===== src/rtl/vote_logger_if.sv =====
// Bundles the logger's mode select, raw push-buttons and result outputs.
// The master side drives mode and the buttons. The slave side is the logger.
interface vote_logger_if;
   logic       mode;
   logic       candidate1_button;
   logic       candidate2_button;
   logic       candidate3_button;
   logic [6:0] candidate1_vote;
   logic [6:0] candidate2_vote;
   logic [6:0] candidate3_vote;
   logic       valid_vote_casted;
   logic       vote_rejected;

   modport master (
      output mode,
      output candidate1_button,
      output candidate2_button,
      output candidate3_button,
      input  candidate1_vote,
      input  candidate2_vote,
      input  candidate3_vote,
      input  valid_vote_casted,
      input  vote_rejected
   );

   modport slave (
      input  mode,
      input  candidate1_button,
      input  candidate2_button,
      input  candidate3_button,
      output candidate1_vote,
      output candidate2_vote,
      output candidate3_vote,
      output valid_vote_casted,
      output vote_rejected
   );
endinterface


===== src/rtl/vote_logger.sv =====
// Three-candidate vote logger.
// Each raw button passes through a 2-flop synchronizer. The synchronized
// vector is then debounced. One stable single press casts one vote for that
// candidate, and each candidate's count saturates at MAX_VOTES. Pressing two
// or more buttons at once, or pressing for a saturated candidate, is refused
// with a one-cycle vote_rejected pulse. While mode is 1 (result mode), the
// counts are frozen and every press is ignored.
module vote_logger #(
   parameter int unsigned DEBOUNCE_CYCLES = 4,
   parameter int unsigned MAX_VOTES       = 99
) (
   input  logic          clock,
   input  logic          reset,
   vote_logger_if.slave  bus
);

   typedef enum logic [1:0] {
      IDLE,
      DEBOUNCE,
      CAST,
      WAIT_RELEASE
   } state_t;

   localparam logic [7:0] DB_LIMIT   = 8'(DEBOUNCE_CYCLES);
   localparam logic [6:0] VOTE_LIMIT = 7'(MAX_VOTES);

   logic [2:0] meta_q;
   logic [2:0] sync_q;
   state_t     state_q;
   logic [7:0] stable_q;
   logic [2:0] sel_q;
   logic [6:0] c1_q;
   logic [6:0] c2_q;
   logic [6:0] c3_q;
   logic       valid_q;
   logic       rej_q;

   logic [2:0] raw_d;
   logic [6:0] sel_count_d;
   logic       one_hot_d;

   assign raw_d     = {bus.candidate3_button, bus.candidate2_button, bus.candidate1_button};
   assign one_hot_d = $onehot(sync_q);

   // Current total of the latched candidate, used for the saturation check
   always_comb begin
      sel_count_d = c3_q;
      if (sel_q[0]) begin
         sel_count_d = c1_q;
      end else if (sel_q[1]) begin
         sel_count_d = c2_q;
      end
   end

   // Two-flop synchronizer for the asynchronous push-buttons
   always_ff @(posedge clock) begin
      if (!reset) begin
         meta_q <= 3'b000;
         sync_q <= 3'b000;
      end else begin
         meta_q <= raw_d;
         sync_q <= meta_q;
      end
   end

   // Press FSM with registered counts and pulses; mode overrides every transition
   always_ff @(posedge clock) begin
      if (!reset) begin
         state_q  <= IDLE;
         stable_q <= 8'd0;
         sel_q    <= 3'b000;
         c1_q     <= 7'd0;
         c2_q     <= 7'd0;
         c3_q     <= 7'd0;
         valid_q  <= 1'b0;
         rej_q    <= 1'b0;
      end else begin
         valid_q <= 1'b0;
         rej_q   <= 1'b0;
         if (bus.mode) begin
            state_q <= WAIT_RELEASE;
         end else begin
            case (state_q)
               IDLE: begin
                  if (one_hot_d) begin
                     sel_q    <= sync_q;
                     stable_q <= 8'd1;
                     state_q  <= DEBOUNCE;
                  end else if (sync_q != 3'b000) begin
                     rej_q   <= 1'b1;
                     state_q <= WAIT_RELEASE;
                  end
               end
               DEBOUNCE: begin
                  if (sync_q == sel_q) begin
                     stable_q <= stable_q + 8'd1;
                     if (stable_q + 8'd1 == DB_LIMIT) begin
                        state_q <= CAST;
                     end
                  end else begin
                     state_q <= IDLE;
                  end
               end
               CAST: begin
                  if (sel_count_d < VOTE_LIMIT) begin
                     valid_q <= 1'b1;
                     if (sel_q[0]) begin
                        c1_q <= c1_q + 7'd1;
                     end else if (sel_q[1]) begin
                        c2_q <= c2_q + 7'd1;
                     end else begin
                        c3_q <= c3_q + 7'd1;
                     end
                  end else begin
                     rej_q <= 1'b1;
                  end
                  state_q <= WAIT_RELEASE;
               end
               WAIT_RELEASE: begin
                  if (sync_q == 3'b000) begin
                     state_q <= IDLE;
                  end
               end
               default: state_q <= IDLE;
            endcase
         end
      end
   end

   assign bus.candidate1_vote   = c1_q;
   assign bus.candidate2_vote   = c2_q;
   assign bus.candidate3_vote   = c3_q;
   assign bus.valid_vote_casted = valid_q;
   assign bus.vote_rejected     = rej_q;

endmodule


===== src/flat_wrapper.sv =====
// flat-port wrapper written by rule: the top's interface ports become plain ports
module vote_logger_flat 
#(
   parameter int unsigned DEBOUNCE_CYCLES = 4,
   parameter int unsigned MAX_VOTES       = 99
)
  (clock, reset, bus_mode, bus_candidate1_button, bus_candidate2_button, bus_candidate3_button, bus_candidate1_vote, bus_candidate2_vote, bus_candidate3_vote, bus_valid_vote_casted, bus_vote_rejected);
  vote_logger_if bus_i ();
  input  logic clock;
  input  logic reset;
  input wire logic [$bits(bus_i.mode)-1:0] bus_mode;
  input wire logic [$bits(bus_i.candidate1_button)-1:0] bus_candidate1_button;
  input wire logic [$bits(bus_i.candidate2_button)-1:0] bus_candidate2_button;
  input wire logic [$bits(bus_i.candidate3_button)-1:0] bus_candidate3_button;
  output wire logic [$bits(bus_i.candidate1_vote)-1:0] bus_candidate1_vote;
  output wire logic [$bits(bus_i.candidate2_vote)-1:0] bus_candidate2_vote;
  output wire logic [$bits(bus_i.candidate3_vote)-1:0] bus_candidate3_vote;
  output wire logic [$bits(bus_i.valid_vote_casted)-1:0] bus_valid_vote_casted;
  output wire logic [$bits(bus_i.vote_rejected)-1:0] bus_vote_rejected;
  assign bus_i.mode = bus_mode;
  assign bus_i.candidate1_button = bus_candidate1_button;
  assign bus_i.candidate2_button = bus_candidate2_button;
  assign bus_i.candidate3_button = bus_candidate3_button;
  assign bus_candidate1_vote = bus_i.candidate1_vote;
  assign bus_candidate2_vote = bus_i.candidate2_vote;
  assign bus_candidate3_vote = bus_i.candidate3_vote;
  assign bus_valid_vote_casted = bus_i.valid_vote_casted;
  assign bus_vote_rejected = bus_i.vote_rejected;
  vote_logger #(.DEBOUNCE_CYCLES(DEBOUNCE_CYCLES), .MAX_VOTES(MAX_VOTES)) u_core (.clock(clock), .reset(reset), .bus(bus_i));
endmodule

===== config.mk =====
export PLATFORM = sky130hd
export DESIGN_NAME = vote_logger_flat
export DESIGN_NICKNAME = d
export VERILOG_FILES = /design/src/rtl/vote_logger_if.sv /design/src/rtl/vote_logger.sv /design/src/flat_wrapper.sv
export SDC_FILE = /design/constraint.sdc
export NUM_CORES = 1
export LEC_CHECK = 0
export CORE_ASPECT_RATIO = 0.8
export CORE_MARGIN = 4
export CORE_UTILIZATION = 30
export DETAILED_ROUTE_END_ITERATION = 10
export GPL_TIMING_DRIVEN = 0
export PLACE_DENSITY = 0.59
export SYNTH_ARGS = -nofsm -noshare
export SYNTH_HDL_FRONTEND = slang
export SYNTH_SLANG_ARGS = --single-unit

===== constraint.sdc =====
create_clock -name clock -period 1.8 [get_ports clock]
set_input_delay 0.27 -clock clock [delete_from_list [all_inputs] [get_ports clock]]
set_output_delay 0.27 -clock clock [all_outputs]
set_load 0.03 [all_outputs]

==> results by group <==
Placed design
  – Worst slack at placement: -0.421 ns
  – Number of buffers added on ports: 27
  – Dpl hpwl: between 3000 and 4000 um
  – Routability cong.: 0.780
  – Dpl cell area: approximately 2400 um2

Power and ir drop
  – Pwr per Cell Area: about 640 nW/um2
  – Worst IR Drop VDD: roughly 0.33 mV
  – Leakage: 0.00102 uW

Clock tree
  – Clock Tree Root: sky130_fd_sc_hd__clkbuf_8
  – Post-CTS clock slew at the launch and capture registers of the worst setup and hold paths: 0.08 ns
  – Clk sink count: between 40 and 50
  – H-Tree Level Count: 2
  – CTS Buffer Depth: 2
  – Source-to-sink clock delay at the later pin of the worst-skew pair: 0.29 ns
  – TritonCTS buffer count: 5
  – Clock tree from TritonCTS: yes

Drt
  – Final wirelength: 4730 um
  – Count of nets left with antenna violations after detail routing: 0
  – Number of remaining DRC errors: 0
  – Vias: 1,762
  – Average wire per standard cell: approximately 13 um
  – Average via count per standard cell: 4.84
  – Drt pass-1 iters: 4
  – DRC violation total after the first TritonRoute iteration: 33

Global routing
  – Wire length of the first global-routing pass: 7920 um
  – Total overflow reported by the global router: 0
  – Total Routing Usage GR: 11.8%
  – Antenna violations before repair: 0
  – Vias in the first global route: about 1,600
  – Maximum number of pins on one net before global-route repair: 12

Setup path
  – Startpoint Class: flop
  – Arrival @ worst endpoint: 1.91 ns
  – CP Max Fanout: 9
  – Worst Setup End Kind: flop
  – Required time at the endpoint of the critical path: between 1.5 and 2 ns
  – Reg-to-reg setup timing slack: ~0.05 ns
  – Critical Setup Path Class: flop to flop

Yosys
  – Area share of the largest cell type after synthesis: between 40 and 50%
  – Predominant post-synthesis flop cell: sky130_fd_sc_hd__dfxtp_1
  – Cell type contributing the most total cell area after synthesis: sky130_fd_sc_hd__dfxtp_1
  – Sequential area share after synthesis: 41.1%
  – Cell variety after synth: 48
  – Area of the mapped netlist: between 2000 and 2500 um2
  – Number of flops mapped to enable cells by yosys: 0
  – Area contributors post-synth: sky130_fd_sc_hd__dfxtp_1, sky130_fd_sc_hd__nand2_1, sky130_fd_sc_hd__nand3_1
  – Total number of yosys warnings: 0
  – Post-Syn Instances: 234
  – Mapped Nets: approximately 250
  – Seq cells post-synth: 42
  – Fraction of registers with async set or reset after synthesis: 0%
  – Post-Syn Area per Cell: between 8 and 9 um2

Final layout
  – Non-Filler Cell Area, Final: 2710 um2
  – Share of post-route cells with drive strength above 1: 15.0%
  – Layout area overhead: 32.3%
  – Final design utilization: 41.6%
  – Diodes inserted: 0
  – Number of nets in the final layout: 292

Die
  – Die area: 8210 um2
  – X dimension of the die: 100 um
  – Initial standard-cell utilization of the core: a little under a third
  – Number of primary I/O pins: 29
  – Core Area: 6510 um2
  – Die height: 81.9 um
  – Site Rows: 26

Timing
  – Worst setup skew after layout: 0.00640 ns
  – Worst slew slack as a fraction of its limit: around three fifths
  – Setup WS post-layout: 0.0504 ns
  – Final Cycle Share: 97.2%
  – Fmax: 572 MHz
  – Setup-failing EPs final: 0
  – Crit path time final: 1.75 ns
  – Hold Violations, Final: 0
  – Unrepaired setup endpoints after global routing: yes
  – Transition time at the pin with the least slew margin: 0.595 ns
  – Final Max Tran Viols: 0

Outcome
  – Outcome: complete, no violations

Worst hold path
  – Hold Crit Class: input port to flop

Job
  – Max Cap Violations: 0
worst paths after layout:
path,from,to,cells after the start
min,reset,u_core.bus.candidate2_vote[1],3
max reg2reg,u_core.sel_q[1],u_core.bus.candidate3_vote[0],8
min reg2reg,u_core.meta_q[1],u_core.sync_q[1],1
max,u_core.sel_q[1],u_core.bus.candidate3_vote[0],8
cells by family after synthesis:
logic type	count (synthesis)	share of synthesized area (%)
flops	42	41.1
mux	3	1.47
buf+inv	11	2.63
xor+xnor	14	5.99
simple gates	122	32.4
fa+ha+maj	6	4.04
compound gates	36	12.4
final cells by class:
cell class,instances,area [um2]
Clock buffer,7,76.3
Sequential cell,42,847
Timing Repair Buffer,39,395
Inverter,2,7.51
Tap cell,84,105
Multi-Input combinational cell,181,1210
Fill cell,656,3800
Buffer,9,67.6
critical path, cell delays in order, from the launching register on:
cell and delay, ns:
sky130_fd_sc_hd__dfxtp_1 0.35, sky130_fd_sc_hd__buf_6 0.15, sky130_fd_sc_hd__nand3_1 0.10, sky130_fd_sc_hd__a22oi_2 0.49
sky130_fd_sc_hd__buf_12 0.18, sky130_fd_sc_hd__nor3_4 0.04, sky130_fd_sc_hd__buf_4 0.15, sky130_fd_sc_hd__xnor2_1 0.12
sky130_fd_sc_hd__nor2_1 0.05
layout by cell type, fill, tap and decap left out, types with 4 or more instances in the layout:
cell type | Yosys | layout
sky130_fd_sc_hd__xnor2_1 | 7 | 7
sky130_fd_sc_hd__and3_1 | 4 | 4
sky130_fd_sc_hd__clkbuf_8 | 0 | 5
sky130_fd_sc_hd__a31oi_1 | 4 | 4
sky130_fd_sc_hd__dfxtp_1 | 42 | 39
sky130_fd_sc_hd__clkdlybuf4s50_1 | 0 | 23
sky130_fd_sc_hd__o21ai_0 | 10 | 9
sky130_fd_sc_hd__buf_4 | 1 | 9
sky130_fd_sc_hd__xor2_1 | 7 | 7
sky130_fd_sc_hd__ha_1 | 5 | 5
sky130_fd_sc_hd__buf_6 | 1 | 4
sky130_fd_sc_hd__nor2_1 | 21 | 21
sky130_fd_sc_hd__a21oi_1 | 7 | 7
sky130_fd_sc_hd__clkbuf_1 | 5 | 7
sky130_fd_sc_hd__nand2_1 | 36 | 36
sky130_fd_sc_hd__and2_1 | 8 | 8
sky130_fd_sc_hd__nand3_1 | 18 | 18
where the power goes:
part / leakage [uW] / total [uW] / switching, uW / internal [uW]
logic: 0.000639 / 200 / 107 / 92.5
clock network: 0.0000383 / 576 / 308 / 268
registers: 0.000342 / 967 / 20.2 / 947
total: 0.00102 / 1740 / 436 / 1310
metrics by stage:
stage	power, uW	setup TNS [ns]	cells	hold slack (ns)
finish	1740	0	364	0.418
global route	1810	-0.0587	364	0.446
CTS	1710	0	354	0.421
detailed placement	1140	-6.45	345	0.417
global placement	1140	-6.71	345	0.419
floorplan	1090	0	234	0.397
cells in the mapped netlist, drive strengths merged, types with 3 or more instances:
cell type,number
buf,4
nor4,6
nor3,5
a31oi,4
clkbuf,5
dfxtp,42
and4,3
mux2i,3
nand3,18
nand2,36
and2,8
nor2b,4
nor2,21
nand4,3
xnor2,7
ha,5
xor2,7
o21ai,10
a21oi,10
and3,4
nand2b,3
metal layers:
layer  up-vias  part of all wire, %  track usage, %
met1       818                   53            16.5
met5         -                    0               0
li1        916                    -               -
met2        26                   43            18.1
met4         0                 0.27            2.29
met3         2                  3.9            3.74
flip-flops by register name, summed over array words and instances (netlist names):
register / count
u_core.state_q: 2
u_core.stable_q: 8
u_core.meta_q: 3
u_core.bus.vote_rejected: 1
u_core.bus.valid_vote_casted: 1
u_core.bus.candidate1_vote: 7
u_core.sync_q: 3
u_core.bus.candidate2_vote: 7
u_core.bus.candidate3_vote: 7
u_core.sel_q: 3
what timing repair did:
item	CTS	global route
setup endpoints to repair	10	21
hold buffers	0	0
setup buffers	2	10
resized for setup	4	23
pin swaps	1	7
endpoints found under the hold margin	0	0
Power figures use the tool's default switching activity.
